File: config.mk
export PLATFORM = sky130hd
export DESIGN_NAME = add
export DESIGN_NICKNAME = d
export VERILOG_FILES = /design/src/rtl/alu_pkg.sv /design/src/rtl/full_adder_cell.sv /design/src/rtl/add.sv
export SDC_FILE = /design/constraint.sdc
export NUM_CORES = 1
export LEC_CHECK = 0
export CELL_PAD_IN_SITES_DETAIL_PLACEMENT = 1
export CELL_PAD_IN_SITES_GLOBAL_PLACEMENT = 1
export CORE_AREA = 2 2 39 41
export DETAILED_ROUTE_END_ITERATION = 10
export DIE_AREA = 0 0 41 43
export HOLD_SLACK_MARGIN = 0.02
export PLACE_DENSITY = 0.57
export SYNTH_ARGS = -nofsm -noshare
export SYNTH_HDL_FRONTEND = slang
export SYNTH_HIERARCHICAL = 1
export SYNTH_SLANG_ARGS = --single-unit
File: constraint.sdc
create_clock -name clk -period 0.8 [get_ports clk]
set_input_delay 0.2 -clock clk [delete_from_list [all_inputs] [get_ports clk]]
set_output_delay 0.2 -clock clk [all_outputs]
set_load 0.02 [all_outputs]
File: src/rtl/alu_pkg.sv
// Shared ALU arithmetic definitions: operation encoding carried on the sub select.
package alu_pkg;

  typedef enum logic {
    ARITH_ADD = 1'b0,
    ARITH_SUB = 1'b1
  } alu_arith_op_e;

endpackage : alu_pkg

File: src/rtl/full_adder_cell.sv
// One-bit full adder; the ripple element of the add datapath.
module full_adder_cell (
  input  logic a,
  input  logic b,
  input  logic cin,
  output logic s,
  output logic cout
);

  logic p;

  assign p    = a ^ b;
  assign s    = p ^ cin;
  assign cout = (a & b) | (cin & p);

endmodule : full_adder_cell

File: src/rtl/add.sv
// Ripple-carry adder/subtractor with a one-cycle registered result and overflow flag.
module add
  import alu_pkg::*;
#(
  parameter int unsigned WIDTH = 1
) (
  input  logic             clk,
  input  logic             rst_n,
  input  logic             in_valid,
  input  logic [WIDTH-1:0] a,
  input  logic [WIDTH-1:0] b,
  input  logic             cin,
  input  logic             sub,
  output logic             out_valid,
  output logic [WIDTH-1:0] s,
  output logic             cout,
  output logic             ovf
);

  alu_arith_op_e    op;
  logic [WIDTH-1:0] bx;
  logic [WIDTH-1:0] sum;
  logic [WIDTH:0]   c;

  logic             out_valid_q;
  logic [WIDTH-1:0] s_q, s_d;
  logic             cout_q, cout_d;
  logic             ovf_q, ovf_d;

  assign op   = alu_arith_op_e'(sub);
  assign bx   = (op == ARITH_SUB) ? ~b : b;
  assign c[0] = cin ^ (op == ARITH_SUB);

  for (genvar i = 0; i < WIDTH; i++) begin : g_cell
    full_adder_cell u_cell (
      .a    (a[i]),
      .b    (bx[i]),
      .cin  (c[i]),
      .s    (sum[i]),
      .cout (c[i+1])
    );
  end

  // For WIDTH=1, c[WIDTH-1] is c[0], the effective carry-in.
  always_comb begin
    s_d    = s_q;
    cout_d = cout_q;
    ovf_d  = ovf_q;
    if (in_valid) begin
      s_d    = sum;
      cout_d = c[WIDTH];
      ovf_d  = c[WIDTH] ^ c[WIDTH-1];
    end
  end

  always_ff @(posedge clk or negedge rst_n) begin
    if (!rst_n) begin
      out_valid_q <= 1'b0;
      s_q         <= '0;
      cout_q      <= 1'b0;
      ovf_q       <= 1'b0;
    end else begin
      out_valid_q <= in_valid;
      s_q         <= s_d;
      cout_q      <= cout_d;
      ovf_q       <= ovf_d;
    end
  end

  assign out_valid = out_valid_q;
  assign s         = s_q;
  assign cout      = cout_q;
  assign ovf       = ovf_q;

endmodule : add

Yosys cells after proc, flatten, opt, wreduce, memory -nomap -nowiden:

Cells that the tools add are included.
Widths: inputs -> output; s select.

* flip-flop bits (word level): 4
* bits of input ports: 7
* output and inout bits: 4
* logic and storage cells: 13

* multiplexer cells: 1
* bitwise gates (word level): 8

Operator list (number)
* $xor 1x1->1: 4
* $and 1x1->1: 2
* $mux 1: 1
* $not 1->1: 1
* $or 1x1->1: 1

Depth between registers and ports, before layout:

Gate-level depths: netlist of run 1.

* word-level depth: 6
* mapped depth: 4
* gate-level depth less buffers: 4

Cells and area by module:

Netlist of run 1, hierarchy kept.

Modules (own cells, without submodules)
* add: times used 1, cells each 10, area each 178.9 sq um, seq. area each 100.1 sq um
* full_adder_cell: times used 1, cells each 1, area each 20.0 sq um, seq. area each 0.0 sq um

Least setup slack after synthesis of run 1:

OpenSTA, ideal clock, no wires.

* kind: input to register
* from: input port sub
* to: register ovf_q (netlist: ovf)
* library setup time: 0.125 ns
* data arrival time: 1.373 ns
* data required time: 0.675 ns
* slack: -0.698 ns
* stages on the path: 4
* path buffers: 0
* path through: xor2_1 -> fa_1 -> xor3_1 -> mux2_4

* cells in the longest elaborated chain, start to end: 5
* elaborated cells between the ends (all ways): 7
* those cells by class: mux: 1; bitwise: 6

RTL lines
* start, declared: RTL line add.sv:13 `input logic sub,`
* $mux 1: RTL line add.sv:31 `assign bx = (op == ARITH_SUB) ? ~b : b;`
* $xor 1x1->1: RTL line full_adder_cell.sv:12 `assign p = a ^ b;`
* $and 1x1->1: RTL line full_adder_cell.sv:14 `assign cout = (a & b) | (cin & p);`
* $or 1x1->1 (*): RTL line full_adder_cell.sv:14
* via c[1]: RTL line add.sv:23 `logic [WIDTH:0] c;`
* $xor 1x1->1 (*): RTL line add.sv:52 `ovf_d = c[WIDTH] ^ c[WIDTH-1];`
* end signal, assigned: RTL line add.sv:66 `ovf_q <= ovf_d;`
* end, declared: RTL line add.sv:28 `logic ovf_q, ovf_d;`

The timed path passes the listed nets; every way through them passes the cells marked *.
A chain may end at the register's enable or synchronous reset.

Worst setup path after layout of run 1:

* from: input port b
* to: register ovf_q (netlist: ovf)

* cells in the longest elaborated chain, start to end: 6
* elaborated cells between the ends (all ways): 7
* those cells by class: mux: 1; bitwise: 6

RTL lines
* start, declared: RTL line add.sv:11 `input logic [WIDTH-1:0] b,`
* $not 1->1: RTL line add.sv:31
* $mux 1 (*): RTL line add.sv:31
* via bx: RTL line add.sv:21 `logic [WIDTH-1:0] bx;`
* $xor 1x1->1: RTL line full_adder_cell.sv:12
* $and 1x1->1: RTL line full_adder_cell.sv:14
* $or 1x1->1 (*): RTL line full_adder_cell.sv:14
* via c[1]: RTL line add.sv:23
* $xor 1x1->1 (*): RTL line add.sv:52

Marks and branches as above.

==> results.toml, run 1 <==
[global_route]
grt_max_degree = 5
met3_usage_pct = 3.14
overflow = 0
antenna_found_initial = 0
grt_pass1_wl_um = 683
met2_usage_pct = 9.06
grtUsageTotal_pct = 7.16
grt.busiest_layer = "met4"
groute.layer.met1.usage_pct = 5.86
grt_pass1_vias = 164

[sta]
timing.final.crit_period_ns = 1.19
finalHoldViolCount = 0
max-slew-margin-rel_pct = 85.4
worst_slew_pin_slew_ns = 0.219
setup_slack_ns = -0.395
fin_skew_ns = 0
setup_violations = 7
setup_tns_ns = -1.47
rsz0062_at_grt = "yes"
fin_crit_sh_pct = 149
maxSlewViolCount = 0
fmax_ghz = 0.837

[clock_tree]
clk_latency_ns = 0.24
cts.clk_slew.worst_paths_ns = 0.04
cts_tree = "built"
cts-buffers-inserted = 3
h-tree-depth = 1
cts_setup_buffers = 0
cts_root_buffer = "clkbuf_4"
cts_buffer_depth = 2
cts_hold_buf = 0
cts_num_sinks = 4

[logic_synthesis]
synthCells = 11
syn_area_per_cell_um2 = 18.1
synth_flop_cell = "dfrtp_1"
seq_area_frac_synth_pct = 50.3
ys_top_cells_by_count = "dfrtp_1, mux2_2, xor2_1"
yosysTopAreaCell = "dfrtp_1"
yosysMostFrequentCell = "dfrtp_1"
ys_ff_latch = 4
synthesis.area_um2 = 199
yosys_warnings = 6
synth_top_area_share_pct = 50.3
synth_nets = 19
async_reset_ff_share_pct = 100
ys_types = 6
synth-edff-count = 0
synth_area_leaders = "dfrtp_1, xor3_1, mux2_2"

[floorplanning]
core_area_um2 = 1380
row_count = 14
die_area_um2 = 1760
dieHeight_um = 43
die_w_um = 41
start_util_pct = 14.4
io_pins = 11

[worst_setup_path]
r2r-start = "s"
crit_family = "adder cells"
critPathCaptureType = "flop"
path_buf_inv = 1
endpoint = "ovf"
rr_endpoint = "s"
r2r_cells = 1
crit_start = "b"
worstSetupPathType = "in -> reg"
worst-r2r-setup-slack_ns = 0.03
critical_path.max_fanout = 2
required_ns = 0.91
cp.depth = 5
crit_chain = "buf_8, xor2_4, fa_2, xor3_1, mux2_4"
cpMaxStageDelayCell = "fa_2"
critPathMaxStageDelay_ns = 0.38
cp_data_arrival_time_ns = 1.31
start_kind = "input port"

[detailed_routing]
firstDrtPassIters = 1
drt_iter0_drc = 0
wl_per_cell_um = 11.1
ant_nets = 0
vias_per_cell = 3.51
vias = 144
drc = 0
routed_wl_um = 457

[hold_path]
holdCritPathClass = "in -> async"

[placed_design]
place.gp.congestion = 0.607
pre_cts_ws_ns = -1.19
portBuffers = 10

[run_status]
violations = "setup timing"
status = "finished, violations left"

[cells_and_area]
nNetsFinal = 35
area_delta_synth_final_pct = 105
antenna_cells = 0
drive_gt1_share_pct = 68.0

[pwr]
p_leak_nw = 0.191
powerDensity_nw_per_um2 = 2070
vdd_drop_max_v = 0.000596

[run]
maxCapViolations = 0
==> area by class of cell <==
class                   count  area (um2)
clock buffers               3        22.5
fillers                   146         976
multi-input cells           7         131
flip-flops and latches      4         100
well taps                  16        20.0
repair buffers             11         134
==> through the flow <==
stage / power (mW) / instances / hold WS (ns) / utilization (%) / area (um2)
5_1_grt: 0.892 / 41 / 0.149 / 29.5 / 408
3_5_place_dp: 0.555 / 38 / 0.413 / 25.7 / 355
6_report: 0.844 / 41 / 0.152 / 29.5 / 408
2_1_floorplan: 0.406 / 11 / -0.0956 / - / 228
4_1_cts: 0.862 / 41 / 0.145 / 28.3 / 392
3_3_place_gp: 0.558 / 38 / 0.409 / 25.7 / 355
==> routing by layer <==
layer	vias to the layer above	wire (um)	share of wire (%)
li1	64	-	-
met1	68	143	31
met2	8	232	51
met3	4	40	8.8
met4	0	42	9.2
met5	-	0	0
==> sequential cells by signal, summed over array words and instances (netlist names) <==
| register | flops |
|---|---|
| cout | 1 |
| ovf | 1 |
| s | 1 |
| out_valid | 1 |
==> power by group <==
part | total (mW) | internal, mW | switching (mW) | leakage (nW)
combinational | 0.310 | 0.193 | 0.117 | 0.130
clock | 0.258 | 0.168 | 0.0902 | 0.0138
sequential | 0.275 | 0.245 | 0.0306 | 0.0467
total | 0.844 | 0.606 | 0.238 | 0.191
==> cells by family (layout without fill, tap and decap cells) <==
family	Yosys count	count (layout)	synth area share, %
buf+inv	0	14	0
fa+ha+maj	1	1	10.1
mux	3	3	18.9
xor+xnor	3	3	20.8
flops	4	4	50.3
==> how the worst min path moves through the flow <==
| stage | end | slack, ns | start |
|---|---|---|---|
| detailed placement | cout | 0.41 | rst_n |
| CTS | cout | 0.15 | rst_n |
| finish | cout | 0.15 | rst_n |
| global route | cout | 0.15 | rst_n |
| global placement | cout | 0.41 | rst_n |
| floorplan | cout | -0.1 | rst_n |
==> placed cells by master, fill, tap and decap left out <==
cell type and count:
dfrtp_1 4, xor3_1 1, fa_2 1, xor2_2 1, dlygate4sd2_1 1, buf_8 2, buf_4 1, buf_6 4
clkbuf_4 3, clkdlybuf4s50_1 1, mux2_4 2, xor2_4 1, dlymetal6s2s_1 1, mux2_2 1, buf_12 1
==> what timing repair did <==
item,4_1_cts,5_1_grt
pin swaps,2,1
endpoints found under the hold margin,0,0
gates resized for setup,45,5
endpoints found under the setup margin,7,7
Note: power is estimated with default switching activity, not from simulation.
==> inputs of run 2 (changes only) <==
SETUP_SLACK_MARGIN = 0.3   (was unset)
SYNTH_HIERARCHICAL = unset   (was 1)
==> results.toml, run 2 <==
[detailed_routing]
ant_nets = 0
drc = 0
vias = 155
wl_per_cell_um = 10.8
routed_wl_um = 484
vias_per_cell = 3.44
firstDrtPassIters = 2
drt_iter0_drc = 2

[placed_design]
pre_cts_ws_ns = -1.11
place.gp.congestion = 0.625
portBuffers = 10

[logic_synthesis]
ys_types = 6
yosysMostFrequentCell = "dfrtp_1"
synthCells = 11
synth_area_leaders = "dfrtp_1, xor3_1, mux2_2"
async_reset_ff_share_pct = 100
syn_area_per_cell_um2 = 18.1
ys_ff_latch = 4
synth_nets = 19
seq_area_frac_synth_pct = 50.3
yosys_warnings = 0
yosysTopAreaCell = "dfrtp_1"
synth_flop_cell = "dfrtp_1"
synth_top_area_share_pct = 50.3
ys_top_cells_by_count = "dfrtp_1, mux2_2, xor2_1"
synthesis.area_um2 = 199
synth-edff-count = 0

[pwr]
powerDensity_nw_per_um2 = 2170
vdd_drop_max_v = 0.000375
total_power_uw = 893
p_leak_nw = 0.200

[clock_tree]
cts.clk_slew.worst_paths_ns = 0.04
cts_buffer_depth = 2
cts_tree = "built"
h-tree-depth = 1
cts_root_buffer = "clkbuf_4"
cts_num_sinks = 4
cts-buffers-inserted = 3
clk_latency_ns = 0.23

[sta]
setup_slack_ns = -0.378
fin_skew_ns = 0
timing.hold.ws_ns = 0.167
timing.final.crit_period_ns = 1.18
maxSlewViolCount = 0
fin_crit_sh_pct = 147
worst_slew_pin_slew_ns = 0.245
setup_tns_ns = -1.57
finalHoldViolCount = 0
rsz0062_at_grt = "yes"
max-slew-margin-rel_pct = 83.6
fmax_ghz = 0.849
setup_violations = 7

[global_route]
grtUsageTotal_pct = 6.56
antenna_found_initial = 0
grt_pass1_vias = 205
overflow = 0
grt_pass1_wl_um = 690
grt_max_degree = 5

[worst_setup_path]
required_ns = 0.91
cp_data_arrival_time_ns = 1.29
start_kind = "input port"
worstSetupPathType = "in -> reg"
r2r_cells = 2
critical_path.max_fanout = 3
critPathCaptureType = "flop"

[floorplanning]
row_count = 14
core_area_um2 = 1380
dieHeight_um = 43
io_pins = 11
start_util_pct = 14.4
die_w_um = 41
die_area_um2 = 1760

[run_status]
violations = "setup timing"
status = "finished, violations left"

[cells_and_area]
nFillCells = 157
utilization_pct = 29.7
antenna_cells = 0
layout_common_cells = "buf_6, buf_4, mux2_4, clkbuf_4"
area_delta_synth_final_pct = 107
drive_gt1_share_pct = 75.9
final_common_cell = "buf_6"
nNetsFinal = 38

[hold_path]
holdCritPathClass = "in -> async"

[run]
maxCapViolations = 0
[run 2: final timing paths]
kind | start | endpoint | slack, ns
setup / recovery | sub | ovf | -0.38
hold / removal | rst_n | s | 0.17
setup reg to reg | cout | cout | -0.10
hold reg to reg | s | s | 0.53
max in group asynchronous | rst_n | cout | 0.45
min in group clk | in_valid | out_valid | 0.24
[run 2: per-stage QoR]
stage          std cells  area [um2]
2_1_floorplan         11         223
3_3_place_gp          39         358
3_5_place_dp          39         358
4_1_cts               45         404
5_1_grt               45         412
6_report              45         412
[run 2: what timing repair did]
action | in CTS | in global routing
setup endpoints to repair | 8 | 8
resized for setup | 42 | 3
pin swaps | 1 | 1
setup buffers | 2 | 0
hold buffers | 0 | 0
[run 2: final cells by class]
type	instances	area, um2	share of cell area (%)
clock buffer	4	26.3	6.38
sequential	4	103	24.9
tap	16	20.0	4.86
timing repair buffer	14	139	33.7
multi-input combinational	7	124	30.1
[run 2: report_power, final]
part	switching, mW	internal (mW)	leakage [nW]
Combinational	0.126	0.222	0.140
Clock	0.0818	0.187	0.0150
Sequential	0.0271	0.249	0.0447
[run 2: per-layer routing]
layer,routed length (um),vias to the layer above,GRT usage (%)
li1,-,70,-
met1,167,74,4.58
met2,247,11,10.3
met3,68,0,3.14
met4,0,0,8.00
met5,0,-,0
[run 2: critical path, stage by stage]
cell    delay (ns)
buf_8         0.11
xor2_2        0.17
fa_2          0.36
xor3_1        0.19
mux2_4        0.26
[run 2: logic make-up after synthesis]
| group | share of synthesized area (%) |
|---|---|
| multiplexers | 18.9 |
| XOR/XNOR | 20.8 |
| adder cells (fa/ha/maj) | 10.1 |
| flip-flops | 50.3 |
